File: config.mk
export PLATFORM = sky130hd
export DESIGN_NAME = reg_hazard_scoreboard_flat
export DESIGN_NICKNAME = d
export VERILOG_FILES = /design/src/rtl/reg_hazard_scoreboard_pkg.sv /design/src/rtl/reg_hazard_scoreboard_if.sv /design/src/rtl/reg_hazard_scoreboard_addr_match_cell.sv /design/src/rtl/reg_hazard_scoreboard.sv /design/src/flat_wrapper.sv
export SDC_FILE = /design/constraint.sdc
export NUM_CORES = 1
export LEC_CHECK = 0
export ABC_AREA = 1
export CORE_MARGIN = 1
export CORE_UTILIZATION = 55
export DETAILED_ROUTE_END_ITERATION = 8
export PLACE_DENSITY = 0.91
export SLEW_MARGIN = 20
export SYNTH_ARGS = -nofsm -noshare
export SYNTH_HDL_FRONTEND = slang
export SYNTH_HIERARCHICAL = 1
export SYNTH_SLANG_ARGS = --single-unit
File: constraint.sdc
create_clock -name i_clock -period 3.6 [get_ports i_clock]
set_input_delay 0.36 -clock i_clock [delete_from_list [all_inputs] [get_ports i_clock]]
set_output_delay 0.36 -clock i_clock [all_outputs]
set_load 0.01 [all_outputs]
File: src/rtl/reg_hazard_scoreboard_pkg.sv
// Shared constants and width helpers for the register hazard scoreboard.
package reg_hazard_scoreboard_pkg;

    localparam int ADDR_W_DEF = 5;
    localparam int ZERO_REG   = 0;

    // Stage-select width: at least one bit even for a single tracked stage.
    function automatic int sel_w(input int depth);
        if (depth <= 1) begin
            return 1;
        end else begin
            return $clog2(depth);
        end
    endfunction

    function automatic int cnt_w(input int depth);
        return $clog2(depth + 1);
    endfunction

endpackage

File: src/rtl/reg_hazard_scoreboard_if.sv
// Issue/compare bundle between the decode stage (master) and the scoreboard (slave).
interface reg_hazard_scoreboard_if
    import reg_hazard_scoreboard_pkg::*;
#(
    parameter int ADDR_W  = ADDR_W_DEF,
    parameter int DEPTH   = 3,
    parameter int NUM_SRC = 2,
    parameter int SEL_W   = sel_w(DEPTH),
    parameter int CNT_W   = cnt_w(DEPTH)
);
    logic                      flush;
    logic                      issue_valid;
    logic                      issue_wen;
    logic                      issue_is_load;
    logic [ADDR_W-1:0]         issue_dest;
    logic [NUM_SRC-1:0]        src_used;
    logic [NUM_SRC*ADDR_W-1:0] src_addr;
    logic [NUM_SRC-1:0]        fwd_hit;
    logic [NUM_SRC*SEL_W-1:0]  fwd_stage;
    logic                      stall;
    logic [CNT_W-1:0]          occupancy;

    modport master (
        output flush, issue_valid, issue_wen, issue_is_load, issue_dest, src_used, src_addr,
        input  fwd_hit, fwd_stage, stall, occupancy
    );

    modport slave (
        input  flush, issue_valid, issue_wen, issue_is_load, issue_dest, src_used, src_addr,
        output fwd_hit, fwd_stage, stall, occupancy
    );
endinterface

File: src/rtl/reg_hazard_scoreboard_addr_match_cell.sv
// One source-vs-entry address comparator; address 0 can be masked as the hardwired-zero register.
module addr_match_cell
    import reg_hazard_scoreboard_pkg::*;
#(
    parameter int ADDR_W         = ADDR_W_DEF,
    parameter int ZERO_HARDWIRED = 1
) (
    input  logic [ADDR_W-1:0] i_a,
    input  logic [ADDR_W-1:0] i_b,
    input  logic              i_en,
    output logic              o_match
);
    localparam logic ZERO_MATCHES = (ZERO_HARDWIRED == 0) ? 1'b1 : 1'b0;

    logic w_nonzero_ok;

    assign w_nonzero_ok = ZERO_MATCHES | (i_a != ADDR_W'(ZERO_REG));
    assign o_match      = i_en & (i_a == i_b) & w_nonzero_ok;
endmodule

File: src/rtl/reg_hazard_scoreboard.sv
// Destination-register scoreboard: shift pipeline of in-flight writers, per-source
// youngest-match forwarding select and a one-cycle load-use stall.
module reg_hazard_scoreboard
    import reg_hazard_scoreboard_pkg::*;
#(
    parameter int ADDR_W         = ADDR_W_DEF,
    parameter int DEPTH          = 3,
    parameter int NUM_SRC        = 2,
    parameter int ZERO_HARDWIRED = 1
) (
    input  logic                   i_clock,
    input  logic                   i_reset,
    reg_hazard_scoreboard_if.slave bus
);
    localparam int   SEL_W        = sel_w(DEPTH);
    localparam int   CNT_W        = cnt_w(DEPTH);
    localparam logic ZERO_MATCHES = (ZERO_HARDWIRED == 0) ? 1'b1 : 1'b0;

    logic [DEPTH-1:0]         r_valid;
    logic [DEPTH-1:0]         r_is_load;
    logic [ADDR_W-1:0]        r_dest [DEPTH];

    logic [NUM_SRC*DEPTH-1:0] w_match;
    logic [NUM_SRC-1:0]       w_load_use;
    logic [NUM_SRC-1:0]       w_fwd_hit;
    logic [NUM_SRC*SEL_W-1:0] w_fwd_stage;
    logic                     w_stall;
    logic                     w_issue_wr;
    logic [CNT_W-1:0]         w_occupancy;

    for (genvar gi = 0; gi < NUM_SRC; gi++) begin : g_src
        logic [SEL_W-1:0] w_sel;

        for (genvar gk = 0; gk < DEPTH; gk++) begin : g_entry
            addr_match_cell #(
                .ADDR_W         (ADDR_W),
                .ZERO_HARDWIRED (ZERO_HARDWIRED)
            ) u_cell (
                .i_a     (bus.src_addr[gi*ADDR_W +: ADDR_W]),
                .i_b     (r_dest[gk]),
                .i_en    (bus.src_used[gi] & r_valid[gk]),
                .o_match (w_match[gi*DEPTH + gk])
            );
        end

        // Priority encoder: scan oldest to youngest so the youngest match is left last.
        always_comb begin
            w_sel = {SEL_W{1'b0}};
            for (int k = DEPTH - 1; k >= 0; k--) begin
                if (w_match[gi*DEPTH + k]) begin
                    w_sel = SEL_W'(k);
                end else begin
                    w_sel = w_sel;
                end
            end
        end

        assign w_fwd_hit[gi]                   = |w_match[gi*DEPTH +: DEPTH];
        assign w_fwd_stage[gi*SEL_W +: SEL_W]  = w_sel;
        assign w_load_use[gi]                  = w_match[gi*DEPTH] & r_is_load[0];
    end

    assign w_stall    = |w_load_use;
    assign w_issue_wr = bus.issue_valid & bus.issue_wen &
                        (ZERO_MATCHES | (bus.issue_dest != ADDR_W'(ZERO_REG)));

    // Population count of valid entries.
    always_comb begin
        w_occupancy = {CNT_W{1'b0}};
        for (int k = 0; k < DEPTH; k++) begin
            w_occupancy = w_occupancy + CNT_W'(r_valid[k]);
        end
    end

    // Entry pipeline: reset > flush > stall bubble > normal issue into entry 0.
    always_ff @(posedge i_clock) begin
        if (i_reset || bus.flush) begin
            r_valid   <= {DEPTH{1'b0}};
            r_is_load <= {DEPTH{1'b0}};
            for (int k = 0; k < DEPTH; k++) begin
                r_dest[k] <= {ADDR_W{1'b0}};
            end
        end else begin
            for (int k = 1; k < DEPTH; k++) begin
                r_valid[k]   <= r_valid[k-1];
                r_is_load[k] <= r_is_load[k-1];
                r_dest[k]    <= r_dest[k-1];
            end
            if (w_stall) begin
                r_valid[0]   <= 1'b0;
                r_is_load[0] <= 1'b0;
                r_dest[0]    <= {ADDR_W{1'b0}};
            end else begin
                r_valid[0]   <= w_issue_wr;
                r_is_load[0] <= bus.issue_is_load;
                r_dest[0]    <= bus.issue_dest;
            end
        end
    end

    assign bus.fwd_hit   = w_fwd_hit;
    assign bus.fwd_stage = w_fwd_stage;
    assign bus.stall     = w_stall;
    assign bus.occupancy = w_occupancy;
endmodule

File: src/flat_wrapper.sv
// flat-port wrapper written by rule: the top's interface ports become plain ports
module reg_hazard_scoreboard_flat import reg_hazard_scoreboard_pkg::*;
#(
    parameter int ADDR_W         = ADDR_W_DEF,
    parameter int DEPTH          = 3,
    parameter int NUM_SRC        = 2,
    parameter int ZERO_HARDWIRED = 1
)
  (i_clock, i_reset, bus_flush, bus_issue_valid, bus_issue_wen, bus_issue_is_load, bus_issue_dest, bus_src_used, bus_src_addr, bus_fwd_hit, bus_fwd_stage, bus_stall, bus_occupancy);
  reg_hazard_scoreboard_if #(.ADDR_W(ADDR_W), .DEPTH(DEPTH), .NUM_SRC(NUM_SRC)) bus_i ();
  input  logic i_clock;
  input  logic i_reset;
  input wire logic [$bits(bus_i.flush)-1:0] bus_flush;
  input wire logic [$bits(bus_i.issue_valid)-1:0] bus_issue_valid;
  input wire logic [$bits(bus_i.issue_wen)-1:0] bus_issue_wen;
  input wire logic [$bits(bus_i.issue_is_load)-1:0] bus_issue_is_load;
  input wire logic [$bits(bus_i.issue_dest)-1:0] bus_issue_dest;
  input wire logic [$bits(bus_i.src_used)-1:0] bus_src_used;
  input wire logic [$bits(bus_i.src_addr)-1:0] bus_src_addr;
  output wire logic [$bits(bus_i.fwd_hit)-1:0] bus_fwd_hit;
  output wire logic [$bits(bus_i.fwd_stage)-1:0] bus_fwd_stage;
  output wire logic [$bits(bus_i.stall)-1:0] bus_stall;
  output wire logic [$bits(bus_i.occupancy)-1:0] bus_occupancy;
  assign bus_i.flush = bus_flush;
  assign bus_i.issue_valid = bus_issue_valid;
  assign bus_i.issue_wen = bus_issue_wen;
  assign bus_i.issue_is_load = bus_issue_is_load;
  assign bus_i.issue_dest = bus_issue_dest;
  assign bus_i.src_used = bus_src_used;
  assign bus_i.src_addr = bus_src_addr;
  assign bus_fwd_hit = bus_i.fwd_hit;
  assign bus_fwd_stage = bus_i.fwd_stage;
  assign bus_stall = bus_i.stall;
  assign bus_occupancy = bus_i.occupancy;
  reg_hazard_scoreboard #(.ADDR_W(ADDR_W), .DEPTH(DEPTH), .NUM_SRC(NUM_SRC), .ZERO_HARDWIRED(ZERO_HARDWIRED)) u_core (.i_clock(i_clock), .i_reset(i_reset), .bus(bus_i));
endmodule
==> results of run 1 <==
[cells by family (layout without fill, tap and decap cells)]
logic type	count (synthesis)	after routing	synth area share
AO/OA/AOI/OAI	7	7	0.0255
XOR/XNOR	6	6	0.0346
adder cells (fa/ha/maj)	1	1	0.0132
buffers and inverters	74	108	0.188
flip-flops	19	19	0.349
other	1	15	0.00247
AND/OR/NAND/NOR	142	142	0.387
[worst max-delay path, cell delays in order]
cell and delay, ps:
clkdlybuf4s50_1 680, inv_1 90, nand2_1 70, nand2_1 60, nor2_1 80, nand3_1 60, nor2_1 230, o21ai_2 120
inv_1 70, clkdlybuf4s50_1 530
[flip-flops by register name, indices dropped and copies added (netlist names)]
| signal | flops |
|---|---|
| u_core/r_is_load | 1 |
| u_core/r_dest | 15 |
| u_core/r_valid | 3 |
[placed cells by master (no fill, tap or decap)]
cell and instances:
nand2_2 1, a21oi_1 6, nand2_1 76, o21ai_2 1, dfxtp_1 4, nor3_1 2
fa_1 1, xnor2_1 6, nor2_4 1, edfxtp_1 15, clkbuf_4 3, clkdlybuf4s50_1 31
nor2_2 10, nand3_1 14, conb_1 15, inv_2 7, nor2_1 38, inv_1 66
clkbuf_1 1
[worst paths after layout]
path	start	endpoint	slack, ps	depth (start not counted)
worst min-delay path	u_core/r_valid[1]	u_core/r_valid[2]	490	2
worst min register to register	u_core/r_valid[1]	u_core/r_valid[2]	490	2
worst max-delay path	bus_src_addr[1]	bus_stall	890	10
worst max register to register	u_core/r_dest[0][0]	u_core/r_dest[0][1]	1940	8
[routing by layer]
layer	vias to the layer above	wire length, um	GRT usage
li1	796	-	-
met1	663	1260	0.271
met2	60	1770	0.467
met3	4	241	0.0361
met4	0	23	0.0983
met5	-	0	0
[cell usage after synthesis (all sizes together)]
cell and instances:
conb 1, xnor2 6, a21oi 6, edfxtp 15
buf 1, inv 73, fa 1, nand2 77
dfxtp 4, nand3 14, nor2 49, nor3 2
o21ai 1
[area by class of cell]
cell class / count / area share
Inverter: 73 / 0.142
Clock buffer: 4 / 0.0136
Multi-Input combinational cell: 171 / 0.391
Tap cell: 30 / 0.0194
Sequential cell: 19 / 0.274
Timing Repair Buffer: 31 / 0.160
[metrics by stage]
stage          worst slack (ps)   util  instance area (sq um)
2_1_floorplan              2100      -                   1570
6_report                    887  0.760                   1930
3_3_place_gp                969  0.750                   1910
3_5_place_dp                952  0.750                   1910
4_1_cts                     907  0.760                   1930
5_1_grt                     731  0.760                   1930
[power groups by stage]
stage / logic (W) / clock network, W / registers [W]
global placement: 0.0000969 / 0 / 0.000268
CTS: 0.000101 / 0.000112 / 0.000264
detailed placement: 0.000100 / 0 / 0.000269
global route: 0.000115 / 0.000121 / 0.000265
floorplan: 0.0000604 / 0 / 0.000264
finish: 0.000101 / 0.000109 / 0.000264
==> run_results.csv, run 1 <==
group,metric,value,unit
yosys,netlist_area,1520,sq um
final_layout,area_growth_syn_to_layout,27.3,%
timing,skew,1.87,ps
yosys,yosysTopAreaCell,"edfxtp_1",
floorplanning,die_h,54.6,um
timing,fmax,0.369,GHz
clock_network,postCtsSetupRepairBufs,0,
clock_network,cts_tree,"built",
timing,finalHoldViolations,0,
yosys,synthDominantCellAreaShare,0.297,
pwr,p_total,0.000474,W
pwr,p_int,0.000340,W
clock_network,clk_pin_slew,110,ps
timing,fin_tns_setup,0,ps
placed_design,hpwl,2610,um
setup_path,cp_data_arrival_time,2350,ps
global_routing,grt_max_degree,13,
setup_path,crit_required,3240,ps
setup_path,cp-end-kind,"output pin",
final_layout,stdcell_count,328,
clock_network,clockRootBuffer,"clkbuf_4",
pwr,switchingPower,0.000134,W
yosys,synthCells,250,
pwr,clkPwrFrac,0.229,
yosys,ys_seq_elements,19,
timing,slew_violations,0,
yosys,synth.avg_cell_area,6.08,sq um
placed_design,io_buffers,31,
route,ant_nets,0,
clock_network,htree_levels,1,
pwr,pwr-share-seq,0.557,
pwr,max-vdd-ir-drop,0.000239,V
clock_network,hold_buffers,0,
yosys,ys_top_cells_by_area,"edfxtp_1, nand2_1, inv_1, nor2_1, dfxtp_1",
pwr,combPwrFrac,0.214,
placed_design,placed_cells,324,
final_layout,regArea,531,sq um
setup_path,cp-start-kind,"input pin",
global_routing,track_usage,0.247,
global_routing,antenna_found_initial,0,
route,viasPerCell,4.64,
global_routing,first_global_vias,1351,
setup_path,path_class,"input pin to output pin",
yosys,synthDistinctLibCells,17,
flow_run,cap_violations,0,
yosys,yosysWarningCount,6,
floorplanning,row_count,18,
floorplanning,die_area,2980,sq um
pwr,power.leakage,1.07,nW
run_status,status,"completed",
floorplanning,start_util,0.597,
floorplanning,die-width,54.6,um
route,drt_first_pass_iters,4,
global_routing,grt-ovfl-total,0,
route,wire_per_inst,10.0,um
clock_network,post_cts_resized,0,
route,drtIter0Drc,70,
clock_network,cts_buffer_depth,2,
final_layout,n_fill_cell,199,
floorplanning,core_area,2540,sq um
route,routed_wl,3290,um
pwr,swShare,0.283,
timing,setup_viol,0,
final_layout,layout-drive-gt1-share,0.0772,
route,drc_errors,0,
timing,min_period,2710,ps
final_layout,diodes,0,
pwr,power_density,245,nW/um^2
timing,fin_crit_sh,0.754,
setup_path,cp_max_fo,9,
yosys,seq_area_frac_synth,0.349,
route,vias,1523,
timing,whs,488,ps
placed_design,gp_congestion,0.877,
final_layout,nets,323,
global_routing,grt_first_pass_wirelength,5120,um
clock_network,cts.sinks,19,
hold_path,hp-class,"flop to flop",
clock_network,clk_latency,300,ps
final_layout,multi_input_area,756,sq um
floorplanning,ios,32,
timing,rsz0062_at_grt,"no",
clock_network,numCtsBuffers,3,
No activity file was read; power rests on OpenSTA's default activity.
==> run 2, diff against run 1 <==
--- a/config.mk
+++ b/config.mk
@@ -7,9 +7,9 @@
 export LEC_CHECK = 0
 export ABC_AREA = 1
 export CORE_MARGIN = 1
-export CORE_UTILIZATION = 55
+export CORE_UTILIZATION = 46
 export DETAILED_ROUTE_END_ITERATION = 8
-export PLACE_DENSITY = 0.91
+export PLACE_DENSITY = 0.82
 export SLEW_MARGIN = 20
 export SYNTH_ARGS = -nofsm -noshare
 export SYNTH_HDL_FRONTEND = slang
==> constraint.sdc (replaced) <==
create_clock -name i_clock -period 2.3 [get_ports i_clock]
set_input_delay 0.23 -clock i_clock [delete_from_list [all_inputs] [get_ports i_clock]]
set_output_delay 0.23 -clock i_clock [all_outputs]
set_load 0.01 [all_outputs]
==> run 2 against run 1 <==
Worst hold slack worse by 54 ps. Core utilization is 8.6 points lower. Critical endpoint is now bus_fwd_stage[3]. Register-to-register slack worse by 1300 ps. Non-clock buffer count is 10 higher. Clock skew is 5.3 ps higher.
==> run_results.csv, run 2 (synthesized netlist as in run 1, its figures left out) <==
group,metric,value,unit
run_status,status,"completed",
final_layout,n_fill_cell,285,
global_routing,first_global_vias,1341,
hold_path,worstHoldPathCells,3,
timing,setup_viol,0,
clock_network,cts_tree,"built",
timing,min_period,2080,ps
setup_path,cp_data_arrival_time,1850,ps
route,drtIter0Drc,94,
floorplanning,die-width,59.5,um
hold_path,min_to,"u_core/r_is_load[0]",
timing,fin_ws,225,ps
floorplanning,die_area,3540,sq um
flow_run,cap_violations,0,
timing,fin_tns_setup,0,ps
final_layout,multi_input_area,806,sq um
setup_path,cp-start-kind,"flop",
clock_network,cts_buffer_depth,2,
final_layout,max_flop_register,"u_core/r_dest",
final_layout,layout-drive-gt1-share,0.146,
route,drc_errors,0,
setup_path,path_class,"flop to output pin",
final_layout,area_growth_syn_to_layout,37.6,%
pwr,power_density,368,nW/um^2
clock_network,htree_levels,1,
timing,rsz0062_at_grt,"no",
timing,finalHoldViolations,0,
setup_path,crit_family,"flip-flops",
global_routing,grt-ovfl-total,0,
pwr,power.leakage,1.25,nW
pwr,clkPwrFrac,0.235,
floorplanning,row_count,20,
route,wire_per_inst,9.59,um
global_routing,antenna_found_initial,0,
pwr,swShare,0.301,
final_layout,regArea,531,sq um
setup_path,path_cells,"inv_2 -> nand3_1 -> a21oi_2 -> nor2_4 -> buf_4 -> nor3_1 -> dlygate4sd2_1",
pwr,p_total,0.000769,W
placed_design,gp_congestion,0.909,
setup_path,cp_max_fo,5,
setup_path,cp_num_cells,7,
setup_path,r2r-start,"u_core/r_dest[0][3]",
clock_network,numCtsBuffers,3,
final_layout,nets,333,
final_layout,final_cell_mix,"nand2_1, inv_1, nor2_1, clkdlybuf4s50_1",
global_routing,track_usage,0.206,
pwr,max-vdd-ir-drop,0.000258,V
clock_network,hold_buffers,0,
setup_path,cp-end-kind,"output pin",
timing,skew,7.22,ps
floorplanning,die_h,59.5,um
placed_design,hpwl,2480,um
route,viasPerCell,4.34,
clock_network,clockRootBuffer,"clkbuf_4",
setup_path,reg2reg_depth,8,
final_layout,layout_commonest_cell,"nand2_1",
pwr,combPwrFrac,0.228,
setup_path,slowest_delay,510,ps
clock_network,cts.sinks,19,
final_layout,reg.largest.list,"u_core/r_dest (15), u_core/r_valid (3), u_core/r_is_load (1)",
timing,fmax,0.482,GHz
route,vias,1526,
hold_path,hp-class,"input pin to flop",
setup_path,worst_path_max_delay_cell,"edfxtp_1",
route,routed_wl,3370,um
route,ant_nets,0,
floorplanning,core_area,3100,sq um
setup_path,r2r_end,"u_core/r_dest[0][4]",
final_layout,largest_reg_flops,15,
clock_network,clk_pin_slew,130,ps
global_routing,grt_first_pass_wirelength,5410,um
placed_design,io_buffers,31,
placed_design,place_ws,-60.7,ps
final_layout,diodes,0,
setup_path,crit_required,2070,ps
timing,slew_violations,0,
floorplanning,start_util,0.490,
timing,fin_crit_sh,0.902,
pwr,switchingPower,0.000231,W
setup_path,ff2ff_setup_slack,620,ps
pwr,p_int,0.000538,W
setup_path,crit_buf_inv,3,
pwr,pwr-share-seq,0.537,
hold_path,min_from,"bus_issue_is_load",
floorplanning,ios,32,
clock_network,clk_latency,300,ps
route,drt_first_pass_iters,4,
final_layout,fin_util,0.674,
global_routing,grt_max_degree,13,
[run 2: cell types whose count changed in the layout (fill, tap and decap cells not counted), moves of 2 or more]
cell / delta
a21oi_1: -2
a21oi_2: +2
nand3_2: +2
clkdlybuf4s50_1: -11
nand3_1: -2
dlygate4sd2_1: +4
buf_4: +10
nor2_4: +2
dlymetal6s2s_1: +7
nor2_2: +4
nor2_1: -6
[run 2: final cells by class]
| type | count | share of cell area |
|---|---|---|
| clock buffers | 3 | 0.0108 |
| clock inverters | 1 | 0.00239 |
| inverters | 73 | 0.131 |
| multi-input cells | 171 | 0.385 |
| flip-flops and latches | 19 | 0.254 |
| well taps | 44 | 0.0263 |
| repair buffers | 41 | 0.190 |
[run 2: metrics by stage]
step / cell area (sq um) / cells / hold slack, ps
2_1_floorplan: 1570 / 264 / 342
3_3_place_gp: 1960 / 343 / 467
3_5_place_dp: 1960 / 343 / 483
4_1_cts: 2010 / 349 / 433
5_1_grt: 2090 / 352 / 445
6_report: 2090 / 352 / 433
[run 2: worst reg2reg max path: stages (launching register included)]
cell	delay [ps]
edfxtp_1	470
buf_4	180
xnor2_1	180
nand3_2	120
nor2_4	130
o21ai_2	80
buf_4	140
nand2_2	100
nor2_1	50
[run 2: power by group through the flow]
stage / logic [W] / registers, W / clock network, W
after global placement: 0.000156 / 0.000420 / 0
after CTS: 0.000163 / 0.000411 / 0.000181
after detailed placement: 0.000158 / 0.000420 / 0
after global routing: 0.000197 / 0.000416 / 0.000201
after floorplan: 0.0000946 / 0.000413 / 0
final: 0.000175 / 0.000413 / 0.000181
[run 2: worst max path at each step]
stage | startpoint | to
floorplan | u_core/r_dest[0][0] | u_core/r_dest[0][0]
finish | u_core/r_dest[0][0] | bus_fwd_stage[3]
global placement | bus_src_addr[6] | bus_stall
global route | u_core/r_dest[0][8] | bus_fwd_stage[1]
detailed placement | bus_src_addr[6] | bus_fwd_stage[3]
CTS | u_core/r_dest[0][0] | bus_stall
[run 2: repair_timing]
item	CTS	global route
cloned	0	0
pin swaps	0	3
setup buffers	2	3
setup endpoints to repair	7	5
gates resized for setup	6	18
[run 2: per-layer routing]
layer	track usage	vias up	share of wire
li1	-	815	-
met1	0.254	676	0.44
met2	0.363	33	0.52
met3	0.0349	2	0.038
met4	0.0612	0	0.0056
met5	0	-	0
